===== config.mk =====
export PLATFORM = sky130hd
export DESIGN_NAME = alu_seq
export DESIGN_NICKNAME = d
export VERILOG_FILES = /design/src/rtl/alu_seq.sv
export SDC_FILE = /design/constraint.sdc
export NUM_CORES = 2
export LEC_CHECK = 0
export ABC_AREA = 0
export CAP_MARGIN = 10
export CORE_UTILIZATION = 47
export CTS_BUF_LIST = sky130_fd_sc_hd__clkbuf_8
export DETAILED_ROUTE_END_ITERATION = 7
export GPL_TIMING_DRIVEN = 0
export HOLD_SLACK_MARGIN = 0.1
export PLACE_DENSITY = 0.68
export SLEW_MARGIN = 20
export SYNTH_ARGS = -nofsm -noshare
export SYNTH_HDL_FRONTEND = slang
export SYNTH_SLANG_ARGS = --single-unit

===== constraint.sdc =====
create_clock -name clk -period 10.3 [get_ports clk]
set_clock_uncertainty 0.2 [all_clocks]
set_input_delay 2.575 -clock clk [delete_from_list [all_inputs] [get_ports clk]]
set_output_delay 2.575 -clock clk [all_outputs]
set_load 0.01 [all_outputs]

===== src/rtl/alu_seq.sv =====
// Sequential handshaked ALU: single-cycle logic ops, iterative multiply and restoring divide.
// Optional build macro ALU_FAST_MUL_EN makes MUL/MULH single-cycle combinational multiplies.
module alu_seq #(
  parameter int SIZE = 64
) (
  input  logic            clk,
  input  logic            reset,
  input  logic            in_valid,
  output logic            in_ready,
  input  logic [3:0]      funct,
  input  logic [SIZE-1:0] a,
  input  logic [SIZE-1:0] b,
  output logic            out_valid,
  input  logic            out_ready,
  output logic [SIZE-1:0] result,
  output logic            overflow,
  output logic            negative,
  output logic            zero,
  output logic            div_by_zero,
  output logic            busy
);

  localparam int SW = $clog2(SIZE);

  localparam logic [3:0] F_SUM  = 4'd0,  F_SUB  = 4'd1,  F_SHL  = 4'd2,  F_SHR = 4'd3;
  localparam logic [3:0] F_LOAD = 4'd4,  F_AND  = 4'd5,  F_XOR  = 4'd6,  F_NOT = 4'd7;
  localparam logic [3:0] F_MUL  = 4'd8,  F_MULH = 4'd9,  F_DIV  = 4'd10, F_REM = 4'd11;
  localparam logic [3:0] F_DIVU = 4'd12, F_REMU = 4'd13, F_SRA  = 4'd14;

`ifdef ALU_FAST_MUL_EN
  typedef enum logic [1:0] {IDLE = 2'd0, DIV = 2'd2, DONE = 2'd3} state_t;
`else
  typedef enum logic [1:0] {IDLE = 2'd0, MUL = 2'd1, DIV = 2'd2, DONE = 2'd3} state_t;
`endif

  state_t state, state_next;

  // Shared iteration registers: multiply uses {hi,lo} as product/multiplier,
  // divide uses hi as partial remainder and lo as dividend/quotient.
  logic [3:0]      op_q;
  logic            qneg_q, aneg_q;
  logic [SIZE-1:0] hi_q, lo_q, opb_q;
  logic [SW-1:0]   cnt_q;

  logic            accept;
  logic [SW-1:0]   shamt;
  logic [SIZE-1:0] a_abs, b_abs;
  logic            div_signed;

  logic [SIZE:0]     mul_sum;
  logic [SIZE-1:0]   mul_hi_n, mul_lo_n;
  logic [2*SIZE-1:0] prod_fix;

  logic [SIZE:0]   rem_sh, rem_diff;
  logic            rem_ge;
  logic [SIZE-1:0] div_r_n, div_q_n, quo_fix, rem_fix;

  logic            load;
  logic [SIZE-1:0] fin_res;
  logic            fin_ovf, fin_dbz;

  assign in_ready  = (state == IDLE);
  assign out_valid = (state == DONE);
`ifdef ALU_FAST_MUL_EN
  assign busy = (state == DIV);
`else
  assign busy = (state == MUL) || (state == DIV);
`endif

  assign accept     = in_valid && in_ready;
  assign shamt      = b[SW-1:0];
  assign a_abs      = a[SIZE-1] ? -a : a;
  assign b_abs      = b[SIZE-1] ? -b : b;
  assign div_signed = (funct == F_DIV) || (funct == F_REM);

  // One radix-2 shift-add step
  assign mul_sum  = {1'b0, hi_q} + (lo_q[0] ? {1'b0, opb_q} : '0);
  assign mul_hi_n = mul_sum[SIZE:1];
  assign mul_lo_n = {mul_sum[0], lo_q[SIZE-1:1]};
  assign prod_fix = qneg_q ? -{mul_hi_n, mul_lo_n} : {mul_hi_n, mul_lo_n};

  // One restoring-division step
  assign rem_sh   = {hi_q, lo_q[SIZE-1]};
  assign rem_diff = rem_sh - {1'b0, opb_q};
  assign rem_ge   = !rem_diff[SIZE];
  assign div_r_n  = rem_ge ? rem_diff[SIZE-1:0] : rem_sh[SIZE-1:0];
  assign div_q_n  = {lo_q[SIZE-2:0], rem_ge};
  assign quo_fix  = qneg_q ? -div_q_n : div_q_n;
  assign rem_fix  = aneg_q ? -div_r_n : div_r_n;

`ifdef ALU_FAST_MUL_EN
  logic [2*SIZE-1:0] fast_prod;
  assign fast_prod = $signed(a) * $signed(b);
`endif

  always_ff @(posedge clk) begin
    if (reset) state <= IDLE;
    else       state <= state_next;
  end

  always_comb begin
    // NOTE: every output of this block gets a default first so no latch is inferred.
    state_next = state;
    load       = 1'b0;
    fin_res    = '0;
    fin_ovf    = 1'b0;
    fin_dbz    = 1'b0;
    unique case (state)
      IDLE: begin
        if (accept) begin
          load       = 1'b1;
          state_next = DONE;
          unique case (funct)
            F_SUM: begin
              fin_res = a + b;
              fin_ovf = (a[SIZE-1] == b[SIZE-1]) && (fin_res[SIZE-1] != a[SIZE-1]);
            end
            F_SUB: begin
              fin_res = a - b;
              fin_ovf = (a[SIZE-1] != b[SIZE-1]) && (fin_res[SIZE-1] != a[SIZE-1]);
            end
            F_SHL:  fin_res = a << shamt;
            F_SHR:  fin_res = a >> shamt;
            F_LOAD: fin_res = b;
            F_AND:  fin_res = a & b;
            F_XOR:  fin_res = a ^ b;
            F_NOT:  fin_res = ~a;
            F_SRA:  fin_res = $signed(a) >>> shamt;
            F_MUL, F_MULH: begin
`ifdef ALU_FAST_MUL_EN
              fin_res = (funct == F_MUL) ? fast_prod[SIZE-1:0] : fast_prod[2*SIZE-1:SIZE];
`else
              load       = 1'b0;
              state_next = MUL;
`endif
            end
            F_DIV, F_REM, F_DIVU, F_REMU: begin
              if (b == '0) begin
                fin_dbz = 1'b1;
                fin_res = (funct == F_DIV || funct == F_DIVU) ? '1 : a;
              end else begin
                load       = 1'b0;
                state_next = DIV;
              end
            end
            default: fin_res = '0;
          endcase
        end
      end
`ifndef ALU_FAST_MUL_EN
      MUL: begin
        if (cnt_q == '0) begin
          load       = 1'b1;
          state_next = DONE;
          fin_res    = (op_q == F_MUL) ? prod_fix[SIZE-1:0] : prod_fix[2*SIZE-1:SIZE];
        end
      end
`endif
      DIV: begin
        if (cnt_q == '0) begin
          load       = 1'b1;
          state_next = DONE;
          fin_res    = (op_q == F_DIV || op_q == F_DIVU) ? quo_fix : rem_fix;
        end
      end
      DONE: if (out_ready) state_next = IDLE;
      default: state_next = IDLE;
    endcase
  end

  always_ff @(posedge clk) begin
    if (reset) begin
      result      <= '0;
      overflow    <= 1'b0;
      negative    <= 1'b0;
      zero        <= 1'b0;
      div_by_zero <= 1'b0;
      op_q        <= '0;
      qneg_q      <= 1'b0;
      aneg_q      <= 1'b0;
      hi_q        <= '0;
      lo_q        <= '0;
      opb_q       <= '0;
      cnt_q       <= '0;
    end else begin
      // NOTE: state registers use non-blocking assignments so all updates see pre-edge values.
      if (load) begin
        result      <= fin_res;
        overflow    <= fin_ovf;
        negative    <= fin_res[SIZE-1];
        zero        <= (fin_res == '0);
        div_by_zero <= fin_dbz;
      end
      if (accept) begin
        op_q  <= funct;
        cnt_q <= SW'(SIZE - 1);
        hi_q  <= '0;
        if (funct == F_MUL || funct == F_MULH) begin
          lo_q   <= b_abs;
          opb_q  <= a_abs;
          qneg_q <= a[SIZE-1] ^ b[SIZE-1];
          aneg_q <= 1'b0;
        end else begin
          lo_q   <= div_signed ? a_abs : a;
          opb_q  <= div_signed ? b_abs : b;
          qneg_q <= div_signed && (a[SIZE-1] ^ b[SIZE-1]);
          aneg_q <= div_signed && a[SIZE-1];
        end
`ifndef ALU_FAST_MUL_EN
      end else if (state == MUL) begin
        hi_q  <= mul_hi_n;
        lo_q  <= mul_lo_n;
        cnt_q <= cnt_q - 1'b1;
`endif
      end else if (state == DIV) begin
        hi_q  <= div_r_n;
        lo_q  <= div_q_n;
        cnt_q <= cnt_q - 1'b1;
      end
    end
  end

endmodule


==> summary.md, run 1 <==
| Metric | Value |
|---|---|
| Placer congestion estimate | 1.34 |
| Global-route wire length before repair | 766000 um |
| Post-synth EDFFs | 0 |
| Largest net degree at the start of global routing | 20 |
| Sequential area share after synthesis | 9.56% |
| Overall fraction of global-route tracks in use | 82.7% |
| Vias in the first global route | 90100 |
| Top cell type's share of synthesized area | 9.56% |
| Syn nets | 9078 |
| # rows | 127 |
| Post-synthesis simple-gate area fraction | 26.5% |
| Num Clock Sinks | 273 |
| Last stage | 5_1_grt |
| Top post-synthesis cells by area | dfxtp_1, nand2_1, nor2_1, a21oi_1, ha_1 |
| Top FF cell, synth | dfxtp_1 |
| XOR/XNOR Fraction of Synth Area | 5.85% |
| Synth Area per Inst | 6.60 um2 |
| I/O Buffers | 205 |
| Run status | aborted with a tool error |
| YS warnings | 0 |
| Total grt overflow | 2571 |
| H-tree depth | 2 |
| Fraction of registers with async set or reset after synthesis | 0% |
| Stop err | [ERROR GRT-0116] Global routing finished with congestion. Check the congestion regions in the DRC Viewer. |
| Dpl hpwl | 349000 um |
| Largest area contributor in the netlist | dfxtp_1 |
| Starting density of the core | 47.5% |
| Clock Path Buffers | 3 |
| Synthesized area | 57200 um2 |
| Main combinational cell family by area after synthesis | compound AO/OA/AOI/OAI gates |
| Root buffer cell | clkbuf_8 |
| TritonCTS Buffers | 41 |
| Compound-Gate Fraction of Synth Area | 34.4% |
| Post-Syn Instances | 8670 |
| IO Pins | 207 |
| Yosys cell types | 102 |
| Post-synthesis adder-cell area fraction | 6.00% |
| Post-synthesis register bit count | 273 |
| Die W | 351 um |
| Mux cell area share after synthesis | 10.6% |
| Chip height | 351 um |
-- kinds of logic after synthesis --
group / count (synthesis)
and+or+nand+nor: 3229
AOI/OAI and AO/OA: 2982
buffers and inverters: 1063
muxes: 469
xor gates and xnor gates: 382
DFF: 273
adders and majority gates: 272
-- through the flow --
step / area (um2) / setup slack (ns) / utilization [%] / setup TNS (ns) / std cells
CTS: 63000 / 0.00839 / 52.3 / 0 / 10600
detailed placement: 61500 / -5.11 / 51.1 / -128.35 / 10500
global placement: 61200 / -6.15 / 50.9 / -172.31 / 10500
floorplan: 57200 / 0.801 / - / 0 / 8670
-- layer usage --
metal  GRT overflow  global-route usage [%]
met1             39                    81.8
met2           1619                    99.4
met3             69                    68.9
met4            836                    81.4
met5              8                    40.4
-- what timing repair did --
item,4_1_cts
hold buffers,0
pin swaps,8
setup endpoints to repair,65
buffers inserted,14
resized for setup,145
gates cloned,0
-- synthesized netlist by cell type, types with 53 or more instances --
master    count
and3_1       64
clkbuf_1    644
a211oi_1    304
o22ai_1      97
mux2i_1     294
nor3_1      257
o21ai_0     616
o31ai_1     128
nand2b_1     61
ha_1        268
a21oi_1     721
xor2_1      131
xnor2_1     251
nand4_1     130
a31oi_1      90
nor4_1      113
inv_1       262
a21o_1       85
nand2_1    1022
buf_1       107
nand3_1     181
mux4_2      103
o211ai_1    140
mux2_2       71
or3_1        78
and2_1       53
or4_1        65
a221oi_1     68
nor2b_1      53
dfxtp_1     273
o221ai_1     61
nor2_1      965
==> inputs of run 2 (changes only) <==
Settings changed: CORE_UTILIZATION 47 to 32, CTS_BUF_LIST sky130_fd_sc_hd__clkbuf_8 to not set, HOLD_SLACK_MARGIN 0.1 to not set, PLACE_DENSITY 0.68 to not set, PLACE_DENSITY_LB_ADDON set to 0.15.
==> summary.md, run 2 <==
| Metric | Value |
|---|---|
| Failing checks | DRC, capacitance limit, slew limit, setup timing |
| I/O Buffers | 205 |
| WP data arrival | 11.42 ns |
| CP most frequent cell | clkbuf_1 |
| YS warnings | 0 |
| Largest area contributor in the netlist | dfxtp_1 |
| Clock Latency Late Sink | 0.70 ns |
| Yosys cell types | 102 |
| Post-synthesis register bit count | 273 |
| Sequential fraction of design power | 8.4% |
| Final Util | 36.8% |
| Fin. Hold Viols | 0 |
| # rows | 154 |
| Syn-to-layout area delta | 13.8% |
| CP delay by family, top | buffers and inverters |
| CP cell instances | clkdlybuf4s50_1 -> clkbuf_1 -> clkbuf_1 -> nor4_2 -> clkbuf_1 -> clkbuf_2 -> clkbuf_1 -> clkdlybuf4s15_1 -> clkbuf_1 -> a21oi_1 -> o2bb2ai_1 -> a31oi_1 -> a31oi_1 -> o21ai_1 -> nor4_1 -> nand4_1 -> nor4b_2 -> nand4_1 -> o31ai_2 |
| P_sw | 13.5 mW |
| Hold Path Class | flop to flop |
| Most common cell in the netlist | nand2_1 |
| Largest net degree at the start of global routing | 17 |
| Crit end category | flop |
| Worst setup margin | -0.758 ns |
| Total grt overflow | 0 |
| Antenna Nets Post-Route | 0 |
| Maximum vdd drop | 233 uV |
| Chip height | 425 um |
| # placed instances | 11200 |
| Num Clock Sinks | 273 |
| Syn nets | 9078 |
| H-tree depth | 1 |
| Pre-Repair DR Iteration Count | 8 |
| Largest stage delay, worst path | 1.02 ns |
| Power Density | 304 nW/um2 |
| Worst rel slew slack | -20.8% |
| Int Pwr | 6.30 mW |
| Endpoints failing setup | 3 |
| Clock group share of total power | 5.6% |
| CP required | 10.66 ns |
| Comb power frac | 86.1% |
| Vias in the first global route | 78600 |
| Post-synth top cells | nand2_1, nor2_1, a21oi_1 |
| Starting density of the core | 32.3% |
| Placer congestion estimate | 1.16 |
| Clock transition at path regs | 0.07 ns |
| Leakage | 23.5 nW |
| Non-filler cells in the finished layout | 11400 |
| Final period util | 107% |
| Vias post-DR | 83100 |
| Buf/Inv on CP | 8 |
| Crit Path Max Fanout | 10 |
| Clock Path Buffers | 3 |
| Initial antenna violation count | 60 |
| IO Pins | 207 |
| TritonCTS Buffers | 25 |
| Pwr Total | 19.8 mW |
| Final hold slack | 0.259 ns |
| Top post-synthesis cells by area | dfxtp_1, nand2_1, nor2_1, a21oi_1, ha_1 |
| Root buffer cell | clkbuf_16 |
| Overall fraction of global-route tracks in use | 56.2% |
| Max Fclk | 0.0904 GHz |
| Core Region | 177000 um2 |
| Drt total wl | 520000 um |
| Post-Syn Instances | 8670 |
| Avg WL per Cell | 45.8 um |
| CP max stage cell | clkdlybuf4s15_1 |
| Worst setup path class | input pin to flop |
| Nets | 9364 |
| Switching portion of total power | 68.2% |
| Share of layout cells above drive strength 1 | 7.73% |
| Most common cell after layout, fill and taps aside | nand2_1 |
| Drt via density | 7.31 |
| CTS tree | done |
| Global-route wire length before repair | 701000 um |
| Synthesized area | 57200 um2 |
| Drt drc | 13 |
| Die W | 425 um |
| Fraction of registers with async set or reset after synthesis | 0% |
| Worst Max-Slew Pin Slew | 1.81 ns |
| Place WS | -5.48 ns |
| Top cell type's share of synthesized area | 9.56% |
| Top FF cell, synth | dfxtp_1 |
| Slew Limit Fails | 11 |
| Die area | 180000 um2 |
| Max-cap violations | 1 |
| Iteration-0 DRC count of the detailed router | 13200 |
| Post-synth EDFFs | 0 |
| Period minus WS final | 11.06 ns |
| Hold_buf cts | 0 |
| Dpl hpwl | 427000 um |
| Sequential area share after synthesis | 9.56% |
| Synth Area per Inst | 6.60 um2 |
| Run status | complete, but fails checks |
| Worst setup SP type | input pin |
| Commonest non-fill, non-tap cells in the layout | nand2_1, nor2_1, a21oi_1 |
run 2: final timing paths:
kind / depth (start not counted) / startpoint / end / slack [ns]
setup / recovery: 19 / funct[0] / zero / -0.76
setup reg to reg: 33 / lo_q[63] / zero / -0.35
hold / removal: 2 / result[42] / result[42] / 0.26
hold reg to reg: 2 / result[42] / result[42] / 0.26
run 2: kinds of logic after synthesis:
kind of cell | after synthesis | share of synthesized area, %
compound gates | 2982 | 34.4
xor+xnor | 382 | 5.85
fa+ha+maj | 272 | 6.00
buf+inv | 1063 | 7.08
flops | 273 | 9.56
mux | 469 | 10.6
simple gates | 3229 | 26.5
run 2: layout make-up:
cell class                 count  area, um2
clock buffer                  32        702
sequential                   273       5470
antenna                       53        133
buffer                       784       3390
fill                       19500     112000
inverter                     272       1040
multi-input combinational   7334      48600
tap                         2340       2930
timing repair buffer         266       2680
clock inverter                14        178
run 2: metal layers:
layer / routed length [um] / up-vias / GRT usage (%) / part of all wire (%)
li1: - / 33100 / - / -
met1: 166000 / 39600 / 55.8 / 32
met2: 219000 / 7347 / 84.3 / 42
met3: 60400 / 3030 / 23.0 / 12
met4: 75100 / 18 / 63.4 / 14
met5: 189 / - / 0.159 / 0.036
run 2: power groups by stage:
stage	clock (mW)	combinational [mW]	sequential (mW)
2_1_floorplan	0	8.45	1.58
3_3_place_gp	0	15.1	1.64
3_5_place_dp	0	15.3	1.65
4_1_cts	1.08	15.6	1.63
5_1_grt	1.13	17.1	1.67
6_report	1.11	17.0	1.65
run 2: what timing repair did:
item,4_1_cts,5_1_grt
pin swaps,18,14
setup buffers,17,9
setup endpoints to repair,65,10
endpoints found under the hold margin,0,0
resized for setup,219,70
run 2: stage by stage:
step | cell area, um2 | setup TNS, ns
2_1_floorplan | 57200 | 0
3_3_place_gp | 62200 | -206.71
3_5_place_dp | 62700 | -157.71
4_1_cts | 64500 | 0
5_1_grt | 65000 | -0.0646
6_report | 65100 | -1.43
run 2: worst register-to-register path: cells and delay by family, from the launching register on:
kind,cells,cell delay (ns)
and+or+nand+nor,15,4.53
AOI/OAI and AO/OA,7,2.29
buffers and inverters,7,1.69
adders and majority gates,3,1.20
DFF,1,0.42
muxes,1,0.22
Power figures use the tool's default switching activity.
